[config.mk]
export PLATFORM = sky130hd
export DESIGN_NAME = mem_stage_lsu
export DESIGN_NICKNAME = d
export VERILOG_FILES = /design/src/rtl/lsu_pkg.sv /design/src/rtl/lsu_extend.sv /design/src/rtl/mem_stage_lsu.sv
export SDC_FILE = /design/constraint.sdc
export NUM_CORES = 1
export LEC_CHECK = 0
export ABC_AREA = 0
export CORE_ASPECT_RATIO = 1.25
export CORE_UTILIZATION = 52
export CTS_CLUSTER_SIZE = 24
export DETAILED_ROUTE_END_ITERATION = 16
export HOLD_SLACK_MARGIN = 0.03
export PLACE_DENSITY = 0.95
export SYNTH_ARGS = -nofsm -noshare
export SYNTH_HDL_FRONTEND = slang
export SYNTH_SLANG_ARGS = --single-unit
[constraint.sdc]
create_clock -name Clk -period 6.2 [get_ports Clk]
set_input_delay 0.62 -clock Clk [delete_from_list [all_inputs] [get_ports Clk]]
set_output_delay 0.62 -clock Clk [all_outputs]
set_load 0.01 [all_outputs]
[src/rtl/lsu_pkg.sv]
`default_nettype none
// +----------------------------------------------------------------------+
// | lsu_pkg: size encodings, FSM states and helpers for mem_stage_lsu    |
// | Rev 1.0                                                              |
// +----------------------------------------------------------------------+
package lsu_pkg;

  localparam logic [1:0] SZ_BYTE = 2'b00;
  localparam logic [1:0] SZ_HALF = 2'b01;
  localparam logic [1:0] SZ_WORD = 2'b10;

  typedef enum logic [1:0] {
    IDLE   = 2'd0,
    ACCESS = 2'd1,
    DONE   = 2'd2
  } lsu_state_e;

  // Encoding 2'b11 behaves as a word everywhere.
  function automatic logic [2:0] size_bytes(input logic [1:0] size);
    case (size)
      SZ_BYTE: return 3'd1;
      SZ_HALF: return 3'd2;
      default: return 3'd4;
    endcase
  endfunction

  function automatic logic is_misaligned(input logic [1:0] size, input logic [1:0] lsb);
    case (size)
      SZ_BYTE: return 1'b0;
      SZ_HALF: return lsb[0];
      default: return |lsb;
    endcase
  endfunction

endpackage
`default_nettype wire

[src/rtl/lsu_extend.sv]
`default_nettype none
// +----------------------------------------------------------------------+
// | lsu_extend: zero/sign extension of an assembled load value           |
// | Rev 1.0                                                              |
// +----------------------------------------------------------------------+
module lsu_extend
  import lsu_pkg::*;
(
  input  logic [1:0]  size,
  input  logic        se,
  input  logic [31:0] raw,
  output logic [31:0] rdata
);

  always_comb begin
    rdata = raw;
    case (size)
      SZ_BYTE: rdata = {{24{se & raw[7]}}, raw[7:0]};
      SZ_HALF: rdata = {{16{se & raw[15]}}, raw[15:0]};
      default: rdata = raw;
    endcase
  end

endmodule
`default_nettype wire

[src/rtl/mem_stage_lsu.sv]
`default_nettype none
// +----------------------------------------------------------------------+
// | mem_stage_lsu: byte-serial big-endian load/store sequencer (MEM)     |
// | Rev 1.0                                                              |
// +----------------------------------------------------------------------+
module mem_stage_lsu
  import lsu_pkg::*;
#(
  parameter int ADDR_W = 8
) (
  input  logic              Clk,
  input  logic              R,
  input  logic              start,
  input  logic              rw,
  input  logic [1:0]        size,
  input  logic              se,
  input  logic [31:0]       addr,
  input  logic [31:0]       wdata,
  output logic              busy,
  output logic              done,
  output logic [31:0]       rdata,
  output logic              misaligned,
  output logic              mem_en,
  output logic              mem_we,
  output logic [ADDR_W-1:0] mem_addr,
  output logic [7:0]        mem_wdata,
  input  logic [7:0]        mem_rdata
);

  lsu_state_e        state_q, state_d;
  logic [1:0]        idx_q, idx_d;
  logic [23:0]       acc_q, acc_d;
  logic [31:0]       rdata_q, rdata_d;
  logic              done_q, done_d;
  logic              mis_q, mis_d;
  logic              rw_q, rw_d;
  logic [1:0]        size_q, size_d;
  logic              se_q, se_d;
  logic [ADDR_W-1:0] addr_q, addr_d;
  logic [31:0]       wdata_q, wdata_d;

  logic [1:0]  last_idx;
  logic [1:0]  wr_sel;
  logic [31:0] raw_load;
  logic [31:0] ext_load;

  generate
    if (ADDR_W < 32) begin : g_unused_addr
      logic unused_addr_hi;
      assign unused_addr_hi = ^addr[31:ADDR_W];
    end
  endgenerate

  assign last_idx = 2'(size_bytes(size_q) - 3'd1);
  // Big-endian store: first byte out is the most significant of the N-byte quantity.
  assign wr_sel   = last_idx - idx_q;
  assign raw_load = {acc_q, mem_rdata};

  lsu_extend u_extend (
    .size  (size_q),
    .se    (se_q),
    .raw   (raw_load),
    .rdata (ext_load)
  );

  always_comb begin
    state_d = state_q;
    idx_d   = idx_q;
    acc_d   = acc_q;
    rdata_d = rdata_q;
    done_d  = 1'b0;
    mis_d   = 1'b0;
    rw_d    = rw_q;
    size_d  = size_q;
    se_d    = se_q;
    addr_d  = addr_q;
    wdata_d = wdata_q;
    case (state_q)
      IDLE: begin
        if (start) begin
          rw_d    = rw;
          size_d  = size;
          se_d    = se;
          addr_d  = addr[ADDR_W-1:0];
          wdata_d = wdata;
          idx_d   = 2'd0;
          acc_d   = 24'd0;
          if (is_misaligned(size, addr[1:0])) begin
            state_d = DONE;
            rdata_d = 32'd0;
            done_d  = 1'b1;
            mis_d   = 1'b1;
          end else begin
            state_d = ACCESS;
          end
        end
      end
      ACCESS: begin
        idx_d = idx_q + 2'd1;
        if (!rw_q) acc_d = raw_load[23:0];
        if (idx_q == last_idx) begin
          state_d = DONE;
          done_d  = 1'b1;
          if (!rw_q) rdata_d = ext_load;
        end
      end
      DONE:    state_d = IDLE;
      default: state_d = IDLE;
    endcase
  end

  always_ff @(posedge Clk or negedge R) begin
    if (!R) begin
      state_q <= IDLE;
      idx_q   <= 2'd0;
      acc_q   <= 24'd0;
      rdata_q <= 32'd0;
      done_q  <= 1'b0;
      mis_q   <= 1'b0;
      rw_q    <= 1'b0;
      size_q  <= SZ_BYTE;
      se_q    <= 1'b0;
      addr_q  <= '0;
      wdata_q <= 32'd0;
    end else begin
      state_q <= state_d;
      idx_q   <= idx_d;
      acc_q   <= acc_d;
      rdata_q <= rdata_d;
      done_q  <= done_d;
      mis_q   <= mis_d;
      rw_q    <= rw_d;
      size_q  <= size_d;
      se_q    <= se_d;
      addr_q  <= addr_d;
      wdata_q <= wdata_d;
    end
  end

  // Stall is combinational from start so the hazard unit freezes in the arrival cycle.
  assign busy       = ((state_q == IDLE) && start) || (state_q == ACCESS);
  assign done       = done_q;
  assign misaligned = mis_q;
  assign rdata      = rdata_q;
  assign mem_en     = (state_q == ACCESS);
  assign mem_we     = (state_q == ACCESS) && rw_q;
  assign mem_addr   = (state_q == ACCESS) ? addr_q + ADDR_W'(idx_q) : '0;
  assign mem_wdata  = mem_we ? wdata_q[{wr_sel, 3'b000} +: 8] : 8'd0;

endmodule
`default_nettype wire

==> results.sh, run 1 <==
export IMPL_outcome="complete, no violations"
export IMPL_post_route_worst_setup_slack_ns=1.748
export IMPL_area_growth_syn_to_layout_pct=28.15
export IMPL_design_final_nets=651
export IMPL_globalRoute_busiestLayer="met2"
export IMPL_grt_pass1_vias=3774
export IMPL_fp_coreArea_mm2=0.008796
export IMPL_globalplace_congestion=0.7742
export IMPL_routedWlPerCell_um=15.16
export IMPL_powerDensity_mw_per_mm2=476.9
export IMPL_finalSetupTns_ns=0
export IMPL_cts_root_to_sink_buffers=2
export IMPL_placement_io_buffers=107
export IMPL_synth_seq_area_share_pct=55.77
export IMPL_tightestPinTransition_ns=1.185
export IMPL_rows=38
export IMPL_layout_cell_share_with_drive_strength_beyond_1_pct=9.091
export IMPL_cts_hold_repair_buffers=0
export IMPL_cts_buffers=9
export IMPL_initial_core_util_pct=54.07
export IMPL_firstDrtPassIters=5
export IMPL_syn_mean_instance_area_um2=10.12
export IMPL_wl_mm=10.49
export IMPL_crit_slowest_cell="xnor2_2"
export IMPL_worst_setup_path_end_kind="output pin"
export IMPL_route_detailed_vias_per_inst=5.327
export IMPL_synthCells=470
export IMPL_die_width_um=87.54
export IMPL_max_clock_freq_mhz=224.6
export IMPL_worst_path_buf_inv=2
export IMPL_dieHeight_um=108.9
export IMPL_timing_critical_path_max_delay_family="XOR/XNOR gates"
export IMPL_total_power_w=0.002906
export IMPL_grt_use_met1_pct=28.75
export IMPL_antenna_found_initial=0
export IMPL_clock_tree_from_tritoncts="yes"
export IMPL_hold_path_class="input port to asynchronous set/reset pin"
export IMPL_via_count=3686
export IMPL_ys_types=33
export IMPL_floorplan_io_pins=132
export IMPL_yosys_warnings=0
export IMPL_cts_repair_resized=0
export IMPL_worst_skew_pair_late_latency_ns=0.37
export IMPL_cellLeakagePower_nw=2.878
export IMPL_cts_num_sinks=106
export IMPL_total_cell_area_at_the_placement_stage_mm2=0.005907
export IMPL_data_arrival_at_the_endpoint_of_the_critical_path_ns=3.83
export IMPL_cp_max_fo=16
export IMPL_setup_viol_count_final=0
export IMPL_global_route_overflow_total=0
export IMPL_post_synth_instance_area_mm2=0.004756
export IMPL_postSynthRegisterBits=106
export IMPL_critical_path_class="flop to output pin"
export IMPL_global_router_s_overall_resource_usage_pct=24.23
export IMPL_place_worst_setup_slack_ns=2.147
export IMPL_clock_skew_ns=0.008769
export IMPL_report_final_hold_viol_count=0
export IMPL_total_of_max_cap_violations=0
export IMPL_timing_final_crit_period_ns=4.452
export IMPL_max_slew_margin_pct=20.64
export IMPL_ant_nets=0
export IMPL_drcViolationCount=0
export IMPL_first_iter_violations=202
export IMPL_crit_path_max_incr_delay_ns=0.92
export IMPL_dp_final_hpwl_mm=7.364
export IMPL_clk_pin_slew_ns=0.10
export IMPL_vdd_drop_max_mv=0.2821
export IMPL_critical_path_cell_chain="nor2b_1, inv_1, ha_1, xor2_2, xnor2_2, mux2i_1, o22ai_1, clkdlybuf4s50_1"
export IMPL_antennaDiodeCount=0
export IMPL_synth_net_count=554
export IMPL_final_period_utilization_pct=71.81
export IMPL_timing_max_transition_violations_final=0
export IMPL_root_cell_of_the_clock_tree="clkbuf_8"
export IMPL_fp_dieArea_mm2=0.009534
export IMPL_use_met2_pct=43.30
export IMPL_largest_net_degree_at_the_start_of_global_routing=71
export IMPL_worstSetupStartpointType="flop"
export IMPL_cts_post_setup_buffers_inserted=0
export IMPL_finish_instance_area_mm2=0.006095
export IMPL_timing_critical_path_required_ns=5.58
export IMPL_cts_htree_levels=3
export IMPL_unrepaired_setup_endpoints_after_global_routing="false"
export IMPL_grt_pass1_wl_mm=17.65
export IMPL_met3_usage_pct=5.753
## cell usage after synthesis (all sizes together)
library cell,number,area share [%]
nand2,146,12
dfrtp,106,56
inv,28,2.2
a21oi,25,2.6
mux2,25,5.9
a22o,24,4.4
mux2i,24,5.1
clkbuf,19,1.5
o21ai,13,1.4
nor2,10,0.79
buf,8,0.97
o22ai,8,1.1
xor2,5,1.1
ha,4,1.1
nand3,4,0.42
and2,3,0.39
nand4b,3,0.55
xnor2,3,0.71
nand2b,2,0.26
nor2b,2,0.26
a21bo,1,0.21
a22oi,1,0.26
a32o,1,0.21
and3,1,0.13
fa,1,0.42
nor3b,1,0.16
nor4bb,1,0.21
o31ai,1,0.45
## flip-flops by register name, summed over array words and instances (netlist names)
signal / flops
state_q: 2
addr_q: 8
rw_q: 1
se_q: 1
misaligned: 1
done: 1
rdata: 32
idx_q: 2
acc_q: 24
size_q: 2
wdata_q: 32
## cells by family (layout without fill, tap and decap cells)
logic type | count (synthesis) | after routing | share of synthesized area [%]
compound gates | 74 | 74 | 10.60
xor+xnor | 8 | 8 | 1.789
fa+ha+maj | 5 | 5 | 1.473
buf+inv | 55 | 157 | 4.683
flops | 106 | 106 | 55.77
mux | 49 | 49 | 10.97
simple gates | 173 | 173 | 14.71
## worst reg2reg max path: stages (launching register included)
cell and delay [ns]:
dfrtp_1 0.40, nand2b_1 0.73, inv_1 0.50, a22oi_2 0.77
a21oi_1 0.12, mux2_2 0.30
## report_power, final
| group | leakage (nW) | internal, W | switching (W) |
|---|---|---|---|
| Combinational | 1.40 | 0.000651 | 0.000708 |
| Clock | 0.0948 | 0.000162 | 0.000242 |
| Sequential | 1.38 | 0.000950 | 0.000193 |
| Total | 2.88 | 0.00176 | 0.00114 |
## cell type report
class | instances | area, µm²
Clock buffer | 10 | 137.6
Timing Repair Buffer | 113 | 1114
Sequential cell | 106 | 2653
Multi-Input combinational cell | 309 | 1886
Clock inverter | 6 | 50.05
Inverter | 28 | 105.1
Tap cell | 120 | 150.1
Fill cell | 645 | 2701
## routing by layer
metal / vias to the layer above / wire length, µm
met2: 151 / 5514
met3: 17 / 627
li1: 1746 / -
met1: 1772 / 4126
met5: - / 0
met4: 0 / 224
## metrics by stage
step | hold slack [ns] | cells | util (%)
floorplan | 0.3244 | 470 | -
global placement | 0.4567 | 676 | 67.16
detailed placement | 0.4611 | 676 | 67.16
CTS | 0.1996 | 692 | 69.29
global route | 0.2011 | 692 | 69.29
finish | 0.1887 | 692 | 69.29
## path summary, 6_finish.rpt
kind                            slack (ns)  cells after the start        start      endpoint
max in group asynchronous             4.80                      2            R   wdata_q[18]
min in group Clk                      0.48                      2  wdata_q[15]   wdata_q[15]
worst min register to register        0.48                      2  wdata_q[15]   wdata_q[15]
worst max-delay path                  1.75                      8    size_q[0]  mem_wdata[5]
worst min-delay path                  0.19                      1            R    misaligned
worst max register to register        3.26                      5   state_q[1]     rdata[26]
## placed cells by master, fill, tap and decap left out
cell type	netlist	layout
mux2_2	23	23
mux2_1	2	2
o31ai_4	1	1
nand4b_1	3	3
nor4bb_1	1	1
nand3_1	4	4
a21bo_2	1	1
clkdlybuf4s50_1	0	106
ha_1	4	4
a22o_1	24	24
dfrtp_1	106	106
a32o_1	1	1
nand2b_1	2	2
clkinv_2	0	1
clkinv_4	0	2
o22ai_1	8	8
nor2_1	10	10
and3_1	1	1
nand2_1	146	146
clkinvlp_4	0	1
inv_1	28	28
and2_1	3	3
o21ai_0	13	13
buf_4	4	7
xnor2_2	1	1
xnor2_1	2	2
mux2i_1	24	24
xor2_1	4	4
a21oi_1	25	25
inv_8	0	1
clkbuf_8	0	10
fa_1	1	1
nor3b_2	0	1
xor2_2	1	1
nor2b_1	2	2
a22oi_2	1	1
inv_6	0	1
Power figures use the tool's default switching activity.
==> inputs of run 2 (changes only) <==
Settings changed: CORE_UTILIZATION 52 to 48, PLACE_DENSITY 0.95 to 0.91.
Clock period 6.2 ns to 4.6 ns, I/O delays scaled along.
==> run 2 against run 1 <==
Sequential share of layout area fell by 0.97 points. Setup slack lost 1.4 ns. Non-clock buffer count grew 1. Sequential power grew 35%. Clock power is 95% higher. Wire length rose by 1.3%. Combinational power grew 35%. Sequential cell count is the same. Total power grew 43%. Critical path depth stayed put. Die area up 8.2%.
==> results.sh, run 2 (synthesis results as in run 1) <==
export IMPL_reg2reg_slack_ns=1.76
export IMPL_n_fill_cell=753
export IMPL_layout_common_cells="nand2_1 (146), dfrtp_1 (106), clkdlybuf4s50_1 (106)"
export IMPL_multiInputGateArea_mm2=0.001886
export IMPL_routedWlPerCell_um=15.21
export IMPL_firstDrtPassIters=4
export IMPL_root_cell_of_the_clock_tree="clkbuf_16"
export IMPL_outcome="complete, no violations"
export IMPL_cellLeakagePower_nw=2.938
export IMPL_powerDensity_mw_per_mm2=668.2
export IMPL_critical_path_class="flop to output pin"
export IMPL_floorplan_io_pins=132
export IMPL_data_arrival_at_the_endpoint_of_the_critical_path_ns=3.81
export IMPL_critical_path_cell_chain="nor2b_1, inv_1, ha_1, xor2_2, xnor2_2, mux2i_1, o22ai_1, clkdlybuf4s50_1"
export IMPL_via_count=3678
export IMPL_cts_post_setup_buffers_inserted=0
export IMPL_design_final_nets=652
export IMPL_total_cell_area_at_the_placement_stage_mm2=0.005922
export IMPL_antenna_found_initial=0
export IMPL_tightestPinTransition_ns=1.200
export IMPL_final_period_utilization_pct=92.85
export IMPL_cts_htree_levels=3
export IMPL_timing_final_crit_period_ns=4.271
export IMPL_global_router_s_overall_resource_usage_pct=22.06
export IMPL_cts_root_to_sink_buffers=2
export IMPL_worstSetupPathDepth=8
export IMPL_max_slew_margin_pct=19.59
export IMPL_unrepaired_setup_endpoints_after_global_routing="false"
export IMPL_largest_net_degree_at_the_start_of_global_routing=60
export IMPL_grt_pass1_vias=3786
export IMPL_setup_viol_count_final=0
export IMPL_globalplace_congestion=0.7572
export IMPL_area_growth_syn_to_layout_pct=31.07
export IMPL_layout_cell_share_with_drive_strength_beyond_1_pct=9.250
export IMPL_fp_dieArea_mm2=0.01031
export IMPL_cp_max_fo=16
export IMPL_die_width_um=91.03
export IMPL_grt_pass1_wl_mm=18.11
export IMPL_hold_path_class="input port to asynchronous set/reset pin"
export IMPL_worstSetupStartpointType="flop"
export IMPL_clock_tree_from_tritoncts="yes"
export IMPL_clk_pin_slew_ns=0.07
export IMPL_timing_critical_path_required_ns=4.14
export IMPL_finish_instance_area_mm2=0.006233
export IMPL_reg2reg_depth=8
export IMPL_final_util_pct=64.87
export IMPL_cts_repair_resized=0
export IMPL_cts_hold_repair_buffers=0
export IMPL_timing_critical_path_max_delay_family="XOR/XNOR gates"
export IMPL_placed_instances=683
export IMPL_first_iter_violations=171
export IMPL_route_detailed_vias_per_inst=5.262
export IMPL_clock_skew_ns=0.008003
export IMPL_post_layout_nonfiller_instances=699
export IMPL_worst_path_buf_inv=2
export IMPL_cts_buffers=9
export IMPL_fp_coreArea_mm2=0.009609
export IMPL_dp_final_hpwl_mm=7.586
export IMPL_crit_slowest_cell="xnor2_2"
export IMPL_global_route_overflow_total=0
export IMPL_final_seq_area_mm2=0.002653
export IMPL_worst_skew_pair_late_latency_ns=0.34
export IMPL_fin_hold_ws_ns=0.1267
export IMPL_wl_mm=10.63
export IMPL_total_of_max_cap_violations=0
export IMPL_drcViolationCount=0
export IMPL_initial_core_util_pct=49.49
export IMPL_placement_io_buffers=107
export IMPL_finalSetupTns_ns=0
export IMPL_layout_cells_most_common="nand2_1"
export IMPL_crit_path_max_incr_delay_ns=0.93
export IMPL_vdd_drop_max_mv=0.4328
export IMPL_crit_reg2reg_launch="size_q[0]"
export IMPL_rows=40
export IMPL_ant_nets=0
export IMPL_timing_max_transition_violations_final=0
export IMPL_report_final_hold_viol_count=0
export IMPL_crit_path_start="size_q[0]"
export IMPL_dieHeight_um=113.3
export IMPL_cts_num_sinks=106
export IMPL_worst_setup_path_end_kind="output pin"
export IMPL_max_clock_freq_mhz=234.1
export IMPL_antennaDiodeCount=0
-- run 2: worst paths after layout --
check	endpoint
min reg2reg	wdata_q[10]
min in group Clk	wdata_q[10]
min	rdata[4]
max in group asynchronous	acc_q[13]
max reg2reg	rdata[27]
max	mem_wdata[1]
-- run 2: metrics by stage --
step,setup slack [ns],total power [W]
after floorplan,1.901,0.002757
after CTS,0.3315,0.004193
final,0.3289,0.004165
after detailed placement,0.7037,0.003400
after global placement,0.7669,0.003320
after global routing,0.02794,0.004466
-- run 2: area by class of cell --
cell class	instances	share of cell area, %
flip-flops and latches	106	42.55
multi-input cells	309	30.25
repair buffers	114	17.98
clock buffers	10	3.834
well taps	126	2.529
inverters	28	1.686
clock inverters	6	1.164
-- run 2: metal layers --
metal  up-vias  global-route usage [%]  wire length [µm]
met5         -                       0                 0
met2       121                   39.49              5693
met4         0                   7.196               158
met3        14                   3.360               566
li1       1749                       -                 -
met1      1794                   27.32              4215
-- run 2: power by group --
part | internal (W) | total (W) | switching [W]
Combinational | 0.000884 | 0.00184 | 0.000956
Clock | 0.000444 | 0.000788 | 0.000344
Sequential | 0.00128 | 0.00154 | 0.000255
==> inputs of run 3 (changes only) <==
Settings changed: MAX_ROUTING_LAYER set to met4.
==> run 3 against run 2 <==
Critical path depth did not move. Register-to-register slack barely moved. Core utilization did not move. Sequential power barely moved. Largest power group unchanged. Highest routed layer unchanged.
==> results.sh, run 3 (synthesis results as in run 1) <==
export IMPL_unrepaired_setup_endpoints_after_global_routing="false"
export IMPL_critical_path_class="flop to output pin"
export IMPL_crit_path_max_incr_delay_ns=0.93
export IMPL_antennaDiodeCount=0
export IMPL_root_cell_of_the_clock_tree="clkbuf_16"
export IMPL_route_detailed_vias_per_inst=5.276
export IMPL_seq_power_share_pct=36.9
export IMPL_setup_viol_count_final=0
export IMPL_crit_slowest_cell="xnor2_2"
export IMPL_cts_repair_resized=0
export IMPL_worst_path_buf_inv=2
export IMPL_ant_nets=0
export IMPL_critical_path_cell_chain="nor2b_1, inv_1, ha_1, xor2_2, xnor2_2, mux2i_1, o22ai_1, clkdlybuf4s50_1"
export IMPL_rows=40
export IMPL_cts_hold_repair_buffers=0
export IMPL_layout_common_cells="nand2_1 (146), dfrtp_1 (106), clkdlybuf4s50_1 (106)"
export IMPL_cts_htree_levels=3
export IMPL_initial_core_util_pct=49.49
export IMPL_grt_pass1_wl_mm=18.05
export IMPL_outcome="complete, no violations"
export IMPL_max_clock_freq_mhz=234.0
export IMPL_hold_path_class="input port to asynchronous set/reset pin"
export IMPL_firstDrtPassIters=5
export IMPL_cts_root_to_sink_buffers=2
export IMPL_finalSetupTns_ns=0
export IMPL_layout_cell_share_with_drive_strength_beyond_1_pct=9.250
export IMPL_report_final_hold_viol_count=0
export IMPL_total_cell_area_at_the_placement_stage_mm2=0.005922
export IMPL_tightestPinTransition_ns=1.202
export IMPL_final_period_utilization_pct=92.90
export IMPL_timing_critical_path_required_ns=4.14
export IMPL_wl_mm=10.70
export IMPL_timing_final_crit_period_ns=4.273
export IMPL_worst_setup_path_end_kind="output pin"
export IMPL_cp_max_fo=16
export IMPL_total_of_max_cap_violations=0
export IMPL_cts_num_sinks=106
export IMPL_global_router_s_overall_resource_usage_pct=22.71
export IMPL_route_layer_met1_wl_mm=4.316
export IMPL_routedWlPerCell_um=15.30
export IMPL_powerDensity_mw_per_mm2=668.7
export IMPL_first_iter_violations=178
export IMPL_floorplan_io_pins=132
export IMPL_clock_tree_from_tritoncts="yes"
export IMPL_net_sw_power_w=0.001558
export IMPL_worstSetupStartpointType="flop"
export IMPL_p_sw_share_pct=37.38
export IMPL_final_seq_area_mm2=0.002653
export IMPL_global_route_overflow_total=0
export IMPL_top_layer_used="met4"
export IMPL_cts_post_setup_buffers_inserted=0
export IMPL_largest_net_degree_at_the_start_of_global_routing=60
export IMPL_clock_power_share_pct=18.9
export IMPL_fp_dieArea_mm2=0.01031
export IMPL_dp_final_hpwl_mm=7.586
export IMPL_met2_length_mm=5.733
export IMPL_die_width_um=91.03
export IMPL_clk_pin_slew_ns=0.07
export IMPL_wl_met3_um=488
export IMPL_design_final_nets=652
export IMPL_data_arrival_at_the_endpoint_of_the_critical_path_ns=3.81
export IMPL_max_slew_margin_pct=19.49
export IMPL_n_fill_cell=753
export IMPL_vdd_drop_max_mv=0.4322
export IMPL_comb_power_share_pct=44.2
export IMPL_fp_coreArea_mm2=0.009609
export IMPL_timing_critical_path_max_delay_family="XOR/XNOR gates"
export IMPL_timing_max_transition_violations_final=0
export IMPL_via_count=3688
export IMPL_clock_skew_ns=0.007059
export IMPL_layout_cells_most_common="nand2_1"
export IMPL_multiInputGateArea_mm2=0.001886
export IMPL_antenna_found_initial=0
export IMPL_globalplace_congestion=0.7671
export IMPL_cellLeakagePower_nw=2.938
export IMPL_grt_pass1_vias=3789
export IMPL_placement_io_buffers=107
export IMPL_internal_power_w=0.002610
export IMPL_area_growth_syn_to_layout_pct=31.07
export IMPL_dieHeight_um=113.3
export IMPL_finish_instance_area_mm2=0.006233
export IMPL_placed_instances=683
export IMPL_post_layout_nonfiller_instances=699
export IMPL_worst_skew_pair_late_latency_ns=0.34
export IMPL_drcViolationCount=0
export IMPL_cts_buffers=9
run 3: power by group through the flow:
| stage | sequential (W) | clock [W] | combinational (W) |
|---|---|---|---|
| finish | 0.00154 | 0.000787 | 0.00184 |
| global placement | 0.00153 | 0 | 0.00179 |
| detailed placement | 0.00155 | 0 | 0.00185 |
| CTS | 0.00154 | 0.000792 | 0.00186 |
| global route | 0.00159 | 0.000836 | 0.00204 |
| floorplan | 0.00151 | 0 | 0.00124 |
run 3: final cells by class:
| type | instances | area share, % |
|---|---|---|
| clock buffers | 10 | 3.834 |
| clock inverters | 6 | 1.164 |
| inverters | 28 | 1.686 |
| multi-input cells | 309 | 30.25 |
| flip-flops and latches | 106 | 42.55 |
| well taps | 126 | 2.529 |
| repair buffers | 114 | 17.98 |
run 3: through the flow:
stage          total power, W  setup slack [ns]  hold slack, ns  utilization, %
2_1_floorplan        0.002757             1.901          0.1644               -
3_3_place_gp         0.003320            0.7669          0.4568           61.63
3_5_place_dp         0.003400            0.7037          0.4625           61.63
4_1_cts              0.004193            0.3315          0.1658           64.87
5_1_grt              0.004464           0.02800          0.1895           64.87
6_report             0.004169            0.3266          0.1263           64.87
run 3: path summary, 6_finish.rpt:
path | from | endpoint | slack [ns] | depth (start not counted)
max | size_q[0] | mem_wdata[1] | 0.33 | 8
min | R | rdata[4] | 0.13 | 1
max reg2reg | size_q[0] | rdata[27] | 1.76 | 8
min reg2reg | wdata_q[10] | wdata_q[10] | 0.48 | 2
max in group asynchronous | R | rdata[30] | 3.35 | 2
min in group Clk | wdata_q[10] | wdata_q[10] | 0.48 | 2
run 3: per-layer routing:
layer	GRT usage [%]	vias to the layer above
met3	2.890	14
met5	-	-
met4	7.196	0
met1	27.32	1804
li1	-	1747
met2	39.75	123
run 3: worst register-to-register path, delay by kind of cell, from the launching register on:
kind	cells	cell delay (ns)
AO/OA/AOI/OAI	1	0.19
XOR/XNOR	1	0.23
adder cells (fa/ha/maj)	1	0.35
buffers and inverters	2	0.51
flip-flops	1	0.39
multiplexers	1	0.41
AND/OR/NAND/NOR	2	0.64
